<file path="config.mk">
export PLATFORM = sky130hd
export DESIGN_NAME = mult_div_unit
export DESIGN_NICKNAME = d
export VERILOG_FILES = /design/src/rtl/mips_pkg.sv /design/src/rtl/mult_div_unit.sv
export SDC_FILE = /design/constraint.sdc
export NUM_CORES = 1
export LEC_CHECK = 0
export ABC_AREA = 1
export ABC_CLOCK_PERIOD_IN_PS = 2800
export CAP_MARGIN = 20
export CORE_MARGIN = 5
export CORE_UTILIZATION = 30
export CTS_CLUSTER_DIAMETER = 100
export DETAILED_ROUTE_END_ITERATION = 12
export GPL_TIMING_DRIVEN = 0
export PLACE_DENSITY = 0.51
export SLEW_MARGIN = 40
export SYNTH_ARGS = -nofsm -noshare
export SYNTH_HDL_FRONTEND = slang
export SYNTH_SLANG_ARGS = --single-unit
</file>
<file path="constraint.sdc">
create_clock -name clock -period 2.8 [get_ports clock]
set_input_delay 0.56 -clock clock [delete_from_list [all_inputs] [get_ports clock]]
set_output_delay 0.56 -clock clock [all_outputs]
set_load 0.02 [all_outputs]
</file>
<file path="src/rtl/mips_pkg.sv">
// Shared MIPS decode constants and HI/LO unit types, reused by decode and
// forwarding logic.
package mips_pkg;

  localparam logic [5:0] FUNCT_MTHI  = 6'h11;
  localparam logic [5:0] FUNCT_MTLO  = 6'h13;
  localparam logic [5:0] FUNCT_MULT  = 6'h18;
  localparam logic [5:0] FUNCT_MULTU = 6'h19;
  localparam logic [5:0] FUNCT_DIV   = 6'h1A;
  localparam logic [5:0] FUNCT_DIVU  = 6'h1B;

  localparam logic [31:0] DIV0_LO = 32'hFFFF_FFFF;

  typedef enum logic [1:0] {
    IDLE = 2'd0,
    RUN  = 2'd1,
    FIX  = 2'd2
  } md_state_t;

  // Two's-complement negate when neg is set; used for magnitudes and result signs.
  function automatic logic [31:0] cond_neg32(input logic [31:0] v, input logic neg);
    return neg ? (~v + 32'd1) : v;
  endfunction

endpackage

</file>
<file path="src/rtl/mult_div_unit.sv">
// Iterative 32-bit HI/LO multiply/divide unit: 32 shift-add or restoring-divide
// steps on operand magnitudes, followed by one sign-fixup cycle.
module mult_div_unit
  import mips_pkg::*;
(
  input  logic        clock,
  input  logic        reset,
  input  logic        start,
  input  logic [5:0]  funct,
  input  logic [31:0] rs_val,
  input  logic [31:0] rt_val,
  output logic        busy,
  output logic        done,
  output logic [31:0] hi,
  output logic [31:0] lo
);

  md_state_t   r_state;
  md_state_t   w_state_nxt;
  logic [4:0]  r_cnt;
  logic        r_busy;
  logic        r_done;
  logic [31:0] r_hi;
  logic [31:0] r_lo;
  logic        r_is_div;
  logic        r_neg_q;
  logic        r_neg_r;
  logic        r_div0;
  logic [31:0] r_opb;
  logic [63:0] r_acc;
  logic [31:0] r_quo;
  logic [31:0] r_rem;

  logic        w_is_md;
  logic        w_accept;
  logic        w_signed;
  logic        w_sa;
  logic        w_sb;
  logic [32:0] w_mul_sum;
  logic [32:0] w_div_shift;
  logic        w_div_ge;
  logic [31:0] w_div_sub;
  logic [63:0] w_prod;
  logic [31:0] w_quo_fix;
  logic [31:0] w_rem_fix;

  assign w_is_md  = (funct == FUNCT_MULT) || (funct == FUNCT_MULTU) ||
                    (funct == FUNCT_DIV)  || (funct == FUNCT_DIVU);
  assign w_accept = start && w_is_md && (r_state == IDLE);
  assign w_signed = (funct == FUNCT_MULT) || (funct == FUNCT_DIV);
  assign w_sa     = w_signed & rs_val[31];
  assign w_sb     = w_signed & rt_val[31];

  // Multiplier sits in acc[31:0] and shifts out as the product shifts in.
  assign w_mul_sum   = {1'b0, r_acc[63:32]} + {1'b0, (r_acc[0] ? r_opb : 32'd0)};
  // The partial remainder is 33 bits only transiently; after a step it is below the divisor.
  assign w_div_shift = {r_rem, r_quo[31]};
  assign w_div_ge    = (w_div_shift >= {1'b0, r_opb});
  assign w_div_sub   = w_div_shift[31:0] - r_opb;

  assign w_prod    = r_neg_q ? (~r_acc + 64'd1) : r_acc;
  assign w_quo_fix = r_div0 ? DIV0_LO : cond_neg32(r_quo, r_neg_q);
  assign w_rem_fix = cond_neg32(r_rem, r_neg_r);

  // FSM state register.
  always_ff @(posedge clock) begin
    if (reset) begin
      r_state <= IDLE;
    end else begin
      r_state <= w_state_nxt;
    end
  end

  // FSM next-state decode.
  always_comb begin
    w_state_nxt = r_state;
    case (r_state)
      IDLE: begin
        if (w_accept) w_state_nxt = RUN;
        else          w_state_nxt = IDLE;
      end
      RUN: begin
        if (r_cnt == 5'd31) w_state_nxt = FIX;
        else                w_state_nxt = RUN;
      end
      FIX:     w_state_nxt = IDLE;
      default: w_state_nxt = IDLE;
    endcase
  end

  // Datapath, HI/LO and status flags.
  always_ff @(posedge clock) begin
    if (reset) begin
      r_cnt    <= 5'd0;
      r_busy   <= 1'b0;
      r_done   <= 1'b0;
      r_hi     <= 32'd0;
      r_lo     <= 32'd0;
      r_is_div <= 1'b0;
      r_neg_q  <= 1'b0;
      r_neg_r  <= 1'b0;
      r_div0   <= 1'b0;
      r_opb    <= 32'd0;
      r_acc    <= 64'd0;
      r_quo    <= 32'd0;
      r_rem    <= 32'd0;
    end else begin
      r_done <= 1'b0;
      case (r_state)
        IDLE: begin
          if (w_accept) begin
            r_busy   <= 1'b1;
            r_cnt    <= 5'd0;
            r_is_div <= (funct == FUNCT_DIV) || (funct == FUNCT_DIVU);
            r_neg_q  <= w_sa ^ w_sb;
            r_neg_r  <= w_sa;
            r_div0   <= (rt_val == 32'd0);
            r_opb    <= cond_neg32(rt_val, w_sb);
            r_acc    <= {32'd0, cond_neg32(rs_val, w_sa)};
            r_quo    <= cond_neg32(rs_val, w_sa);
            r_rem    <= 32'd0;
          end else if (start && (funct == FUNCT_MTHI)) begin
            r_hi <= rs_val;
          end else if (start && (funct == FUNCT_MTLO)) begin
            r_lo <= rs_val;
          end else begin
            r_busy <= 1'b0;
          end
        end
        RUN: begin
          r_cnt <= r_cnt + 5'd1;
          if (r_is_div) begin
            r_rem <= w_div_ge ? w_div_sub : w_div_shift[31:0];
            r_quo <= {r_quo[30:0], w_div_ge};
          end else begin
            r_acc <= {w_mul_sum, r_acc[31:1]};
          end
        end
        FIX: begin
          r_busy <= 1'b0;
          r_done <= 1'b1;
          if (r_is_div) begin
            r_lo <= w_quo_fix;
            r_hi <= w_rem_fix;
          end else begin
            r_hi <= w_prod[63:32];
            r_lo <= w_prod[31:0];
          end
        end
        default: begin
          r_busy <= 1'b0;
        end
      endcase
    end
  end

  assign busy = r_busy;
  assign done = r_done;
  assign hi   = r_hi;
  assign lo   = r_lo;

endmodule

</file>
==> results.sh, run 1 <==
export IMPL_worstHoldPathType="flop to flop"
export IMPL_port_buffers=137
export IMPL_wl_mm=104.9
export IMPL_area_growth_pct=18.40
export IMPL_setup_violations_final=0
export IMPL_worstPathArrival_ps=3220
export IMPL_synth_edf_count=0
export IMPL_hold_slack_ps=464.1
export IMPL_route_detailed_drc=0
export IMPL_ys_types=55
export IMPL_final_period_utilization_pct=99.02
export IMPL_fillers=7969
export IMPL_worst_path_max_fanout=10
export IMPL_maxCapViolCount=0
export IMPL_synth_area_leaders="dfxtp_1, nand2_1, a21oi_1"
export IMPL_r2r_end="hi[9]$_SDFFE_PP0P_"
export IMPL_async_flop_share_pct=0
export IMPL_use_met1_pct=35.34
export IMPL_hold_path_depth=2
export IMPL_fin_skew_ps=36.94
export IMPL_hpwl_mm=86.68
export IMPL_cp_slowest_cell="clkbuf_1"
export IMPL_use_met2_pct=43.67
export IMPL_die_y_um=274.6
export IMPL_status="completed"
export IMPL_worst_path_most_repeated_cell="inv_2"
export IMPL_crit_path_end_kind="flop"
export IMPL_busiest_layer="met2"
export IMPL_post_drt_wl_per_cell_um=21.84
export IMPL_grt_pass1_vias=23480
export IMPL_drv_slew=0
export IMPL_clock_sinks=237
export IMPL_grt_pass1_wl_mm=152.4
export IMPL_clock_fmax_ghz=0.3607
export IMPL_yosys_area_top_type_share_pct=22.59
export IMPL_hold_viol=0
export IMPL_crit_path_cell_trace="clkdlybuf4s50_1, inv_1, nor2_2, nand3_1, inv_2, nand4_4, inv_2, nor2_2, inv_2, clkbuf_1, o21ai_0, a21oi_1"
export IMPL_syn_nets=3811
export IMPL_die_w_um=274.6
export IMPL_start_util_pct=30.10
export IMPL_die_area_mm2=0.07541
export IMPL_tightestPinTransition_ps=892.0
export IMPL_synth_cell_area_mm2=0.02101
export IMPL_netlist_instances=3665
export IMPL_pin_count=139
export IMPL_grt_max_degree=12
export IMPL_synth_warnings=0
export IMPL_reg2reg_slack_ps=80
export IMPL_grt_use_met3_pct=2.695
export IMPL_vias=25300
export IMPL_synth_common_cells="nand2_1, nor2_1, inv_1"
export IMPL_yosysTopAreaCell="dfxtp_1"
export IMPL_min_from="r_cnt[3]$_SDFFE_PP0P_"
export IMPL_syn_area_per_cell_um2=5.732
export IMPL_crit_type="input port to flop"
export IMPL_avgViaCountPerCell=5.268
export IMPL_antenna_found_initial=1
export IMPL_fin_util_pct=35.64
export IMPL_drive_gt1_share_pct=7.380
export IMPL_num_antenna_cells=0
export IMPL_finalCriticalPeriod_ps=2772
export IMPL_slew_headroom_pct=40.53
export IMPL_clk_insertion_delay_late_ps=560
export IMPL_rsz0062_at_grt="true"
export IMPL_cpLargestDelayFamily="buffers and inverters"
export IMPL_core_area_mm2=0.06979
export IMPL_tritoncts="yes"
export IMPL_synth_most_common_cell="nand2_1"
export IMPL_reg2reg_depth=6
export IMPL_vdd_drop_max_mv=0.3480
export IMPL_critical_path_required_ps=3250
export IMPL_rows=97
export IMPL_drt_iter0_drc=2599
export IMPL_path_clk_slew_ps=60
export IMPL_hold_end="r_cnt[3]$_SDFFE_PP0P_"
export IMPL_synth_seq_cells=237
export IMPL_path_buf_inv=6
export IMPL_synthFlopType="dfxtp_1"
export IMPL_ys_seq_area_share_pct=22.59
export IMPL_ant_nets=0
export IMPL_p_leak_uw=0.01192
export IMPL_h_tree_depth=2
export IMPL_gp_congestion=0.9910
export IMPL_startpoint_type="input port"
export IMPL_grt_use_total_pct=26.75
export IMPL_nNetsFinal=3986
export IMPL_grt_overflow=0
export IMPL_powerDensity_mw_per_mm2=423.2
export IMPL_cts_max_path_buffers=3
export IMPL_drt_pass1_iter_count=5
export IMPL_cts_inserted_buffers=34
export IMPL_slowest_delay_ps=580
export IMPL_root_buffer="clkbuf_16"
export IMPL_r2r_start="r_neg_q$_SDFFE_PP0P_"
[sequential cells by signal, indices dropped and copies added, names as in the netlist]
name / flops
r_quo: 32
r_is_div: 1
r_cnt: 5
done: 1
r_div0: 1
r_rem: 32
r_neg_q: 1
busy: 1
lo: 32
r_neg_r: 1
r_state: 2
hi: 32
r_opb: 32
r_acc: 64
[tightest hold or removal path, cell delays in order (launching register included)]
cell and delay, ps:
dfxtp_1 310, nand2_1 60, a21oi_1 50
[cell families after synthesis]
kind of cell | share of synthesized area (%)
adder cells (fa/ha/maj) | 4.420
AND/OR/NAND/NOR | 39.19
AO/OA/AOI/OAI | 20.53
buffers and inverters | 11.32
flip-flops | 22.59
XOR/XNOR | 1.960
[repair_timing]
| action | 4_1_cts | 5_1_grt |
|---|---|---|
| setup buffers | 0 | 2 |
| pin swaps | 0 | 2 |
| endpoints found under the setup margin | 18 | 33 |
| resized for setup | 5 | 31 |
| hold buffers | 0 | 0 |
[stage by stage]
step / setup TNS [ps] / area [µm²] / instances / setup WS (ps) / power, µW
final: 0 / 24870 / 4802 / 27.57 / 10520
after global routing: -123.4 / 24870 / 4802 / -54.56 / 10890
after CTS: 0 / 24770 / 4800 / 0.4150 / 10510
after detailed placement: -30550 / 23560 / 4742 / -576.7 / 5784
after global placement: -31630 / 23550 / 4742 / -771.7 / 5797
after floorplan: 0 / 21010 / 3665 / 602.9 / 4941
[per-layer routing]
layer,share of wire (%),vias to the layer above,wire (µm)
met5,0,-,0
met4,5.9,0,6182
met2,45,1025,46990
met1,43,11690,44620
li1,-,12360,-
met3,6.8,225,7081
[cell usage in the layout (no fill, tap or decap), types with 12 or more instances in the layout]
| cell type | count |
|---|---|
| nand2_1 | 904 |
| nor2_1 | 439 |
| inv_1 | 430 |
| a21oi_1 | 372 |
| nand3_1 | 348 |
| o21ai_0 | 277 |
| dfxtp_1 | 237 |
| clkdlybuf4s50_1 | 137 |
| ha_1 | 70 |
| clkbuf_1 | 64 |
| buf_2 | 50 |
| nand4_1 | 50 |
| o21ai_1 | 46 |
| nor3_1 | 43 |
| clkbuf_16 | 35 |
| nor2_2 | 30 |
| a21oi_2 | 30 |
| xor2_1 | 28 |
| nand2_2 | 23 |
| inv_2 | 21 |
| xnor2_1 | 19 |
| nand3b_1 | 16 |
| o211ai_1 | 16 |
| buf_1 | 13 |
| or2_2 | 12 |
| o21bai_1 | 12 |
[how the worst max path moves through the flow]
stage | startpoint | endpoint | slack, ps | depth (start not counted)
after detailed placement | funct[4] | r_acc[27]$_SDFFE_PP0P_ | -580 | 11
after global routing | r_acc[0]$_SDFFE_PP0P_ | r_acc[60]$_SDFFE_PP0P_ | -50 | 16
after CTS | r_acc[0]$_SDFFE_PP0P_ | r_acc[57]$_SDFFE_PP0P_ | 0.4 | 15
final | funct[4] | r_acc[12]$_SDFFE_PP0P_ | 30 | 12
after global placement | rs_val[0] | r_acc[26]$_SDFFE_PP0P_ | -770 | 10
after floorplan | r_acc[0]$_SDFFE_PP0P_ | r_acc[47]$_SDFFE_PP0P_ | 600 | 13
[report_power, final]
part | total (µW) | switching (µW) | leakage [µW] | internal, µW
Clock | 4750 | 1770 | 0.000582 | 2970
Sequential | 3480 | 61.5 | 0.00191 | 3420
Combinational | 2300 | 1600 | 0.00942 | 698
[final cells by class]
cell class | instances | area [µm²] | share of cell area, %
buffer | 144 | 683.2 | 2.747
multi-input combinational | 2830 | 13980 | 56.20
tap | 940 | 1176 | 4.729
inverter | 454 | 1708 | 6.867
clock buffer | 44 | 959.7 | 3.859
clock inverter | 14 | 236.5 | 0.9508
sequential | 237 | 4745 | 19.08
timing repair buffer | 139 | 1386 | 5.574
Note: power is estimated with default switching activity, not from simulation.
==> run 2, diff against run 1 <==
Settings changed: PLACE_DENSITY 0.51 to unset, PLACE_DENSITY_LB_ADDON set to 0.25.
==> run 2 against run 1 <==
Against the previous run: sequential share of layout area grew 0.13 points; design area is 0.68% lower; sequential cell count did not move; sequential power about the same; critical endpoint is now r_acc[26]$_SDFFE_PP0P_; cell count hardly changed; fmax is 1.0% higher; die area did not move.
==> results.sh, run 2 (synthesized netlist as in run 1, its figures left out) <==
export IMPL_reg2reg_depth=6
export IMPL_p_leak_uw=0.01184
export IMPL_postPlaceCellArea_mm2=0.02356
export IMPL_die_w_um=274.6
export IMPL_startpoint="rs_val[0]"
export IMPL_fin_skew_ps=24.28
export IMPL_cp_slowest_cell="o21ai_1"
export IMPL_cts_max_path_buffers=3
export IMPL_die_area_mm2=0.07541
export IMPL_layout_common_cells="nand2_1, nor2_1, inv_1"
export IMPL_drive_gt1_share_pct=7.126
export IMPL_hpwl_mm=83.83
export IMPL_grt_overflow=0
export IMPL_avgViaCountPerCell=5.243
export IMPL_p_int_uw=6645
export IMPL_path_clk_slew_ps=60
export IMPL_r2r_end="lo[17]$_SDFFE_PP0P_"
export IMPL_crit_path_cell_trace="clkdlybuf4s50_1, inv_1, ha_1, nand4_1, nor2_2, nand3b_1, nand2_1, o21ai_0, o21ai_1, a21oi_1"
export IMPL_area_growth_pct=17.59
export IMPL_postCtsHoldBufs=0
export IMPL_grt_pass1_vias=23240
export IMPL_gp_congestion=1.006
export IMPL_slowest_delay_ps=540
export IMPL_route_detailed_drc=0
export IMPL_crit_type="input port to flop"
export IMPL_root_buffer="clkbuf_16"
export IMPL_clkPwrFrac_pct=42.7
export IMPL_finalWorstSetupSlack_ps=55.54
export IMPL_ant_nets=0
export IMPL_drt_iter0_drc=2682
export IMPL_start_util_pct=30.10
export IMPL_clk_insertion_delay_late_ps=600
export IMPL_rsz0062_at_grt="false"
export IMPL_worstPathArrival_ps=3180
export IMPL_drt_pass1_iter_count=6
export IMPL_wirelength_met1_mm=44.15
export IMPL_maxCapViolCount=0
export IMPL_top_register="r_acc"
export IMPL_startpoint_type="input port"
export IMPL_clock_fmax_ghz=0.3644
export IMPL_post_drt_wl_per_cell_um=21.27
export IMPL_h_tree_depth=1
export IMPL_setup_violations_final=0
export IMPL_rows=97
export IMPL_core_area_mm2=0.06979
export IMPL_tightestPinTransition_ps=962.2
export IMPL_nNetsFinal=3982
export IMPL_cts_inserted_buffers=31
export IMPL_hold_viol=0
export IMPL_reg2reg_slack_ps=110
export IMPL_worstHoldPathType="flop to flop"
export IMPL_critical_path_required_ps=3240
export IMPL_crit_cells=10
export IMPL_place_inst=4742
export IMPL_pin_count=139
export IMPL_path_buf_inv=2
export IMPL_slew_headroom_pct=35.85
export IMPL_final_period_utilization_pct=98.02
export IMPL_wl_met3_mm=7.066
export IMPL_finalCriticalPeriod_ps=2744
export IMPL_grt_pass1_wl_mm=148.6
export IMPL_r2r_start="r_is_div$_SDFFE_PP0P_"
export IMPL_layout_commonest_cell="nand2_1"
export IMPL_port_buffers=137
export IMPL_status="completed"
export IMPL_swShare_pct=33.88
export IMPL_die_y_um=274.6
export IMPL_powerDensity_mw_per_mm2=406.8
export IMPL_largest_reg_flops=64
export IMPL_post_place_ws_ps=-565.6
export IMPL_tritoncts="yes"
export IMPL_crit_path_end_kind="flop"
export IMPL_drv_slew=0
export IMPL_worst_path_max_fanout=4
export IMPL_layout_cells_non_filler=4800
export IMPL_vdd_drop_max_mv=0.4356
export IMPL_hold_slack_ps=467.1
export IMPL_wl_met2_mm=45.09
export IMPL_clock_sinks=237
export IMPL_finalPower_uw=10050
export IMPL_highest_layer="met5"
export IMPL_p_switching_uw=3405
export IMPL_vias=25170
export IMPL_comb_power_share_pct=22.7
export IMPL_fin_area_mm2=0.02470
export IMPL_grt_use_total_pct=25.86
export IMPL_wl_mm=102.1
export IMPL_cpLargestDelayFamily="simple AND/OR/NAND/NOR gates"
export IMPL_crit_end="r_acc[26]$_SDFFE_PP0P_"
export IMPL_grt_max_degree=15
export IMPL_antenna_found_initial=1
export IMPL_p_seq_share_pct=34.6
-- run 2: cell count changes in the layout (fill, tap and decap cells not counted), moves of 2 or more --
cell / before / now
a21oi_1: 372 / 374
a21oi_2: 30 / 28
bufinv_16: 6 / 4
clkbuf_16: 35 / 31
clkinv_2: 4 / 6
clkinvlp_4: 2 / 4
nand2_1: 904 / 906
nand2_2: 23 / 21
nor2_1: 439 / 442
nor2_2: 30 / 27
o21ai_0: 277 / 279
-- run 2: worst min path at each step --
stage	startpoint	endpoint	slack, ps	cells past startpoint
after detailed placement	r_cnt[3]$_SDFFE_PP0P_	r_cnt[3]$_SDFFE_PP0P_	460	2
after global placement	r_cnt[3]$_SDFFE_PP0P_	r_cnt[3]$_SDFFE_PP0P_	450	2
after CTS	r_cnt[3]$_SDFFE_PP0P_	r_cnt[3]$_SDFFE_PP0P_	470	2
after global routing	r_quo[1]$_SDFFE_PP0P_	r_quo[1]$_SDFFE_PP0P_	490	2
final	r_cnt[3]$_SDFFE_PP0P_	r_cnt[3]$_SDFFE_PP0P_	470	2
after floorplan	r_cnt[3]$_SDFFE_PP0P_	r_cnt[3]$_SDFFE_PP0P_	440	2
-- run 2: repair_timing --
action | in CTS | in global routing
gates resized for setup | 3 | 28
endpoints found under the hold margin | 0 | 0
endpoints found under the setup margin | 7 | 33
pin swaps | 0 | 1
setup buffers | 0 | 1
-- run 2: final cells by class --
type / instances / area, µm²
fillers: 7999 / 45080
multi-input cells: 2830 / 13950
flip-flops and latches: 237 / 4745
inverters: 454 / 1708
repair buffers: 138 / 1379
well taps: 940 / 1176
clock buffers: 40 / 859.6
plain buffers: 144 / 680.7
clock inverters: 16 / 201.4
diodes: 1 / 2.502
-- run 2: layer usage --
layer  vias to the layer above  track usage, %
met5                         -               0
met4                         2           12.15
met3                       219           3.227
met2                      1024           41.77
met1                     11560           34.37
li1                      12360               -
-- run 2: tightest hold or removal path: stages (launching register included) --
cell and delay [ps]:
dfxtp_1 310, nand2_1 60, a21oi_1 50
-- run 2: per-stage QoR --
step,util (%),setup TNS [ps]
4_1_cts,35.30,0
5_1_grt,35.39,0
3_5_place_dp,33.76,-29460
2_1_floorplan,-,0
6_report,35.40,0
3_3_place_gp,33.75,-31560
-- run 2: power groups by stage --
stage | logic, µW | registers, µW | clock network [µW]
global placement | 2220 | 3550 | 0
finish | 2280 | 3480 | 4290
global route | 2470 | 3490 | 4440
floorplan | 1400 | 3540 | 0
CTS | 2220 | 3480 | 4300
detailed placement | 2210 | 3550 | 0
==> run 3, diff against run 2 <==
Settings changed: ABC_CLOCK_PERIOD_IN_PS 2800 to unset.
==> results of run 3 <==
The final DEF is identical to that of run 2; final timing and power are the same.
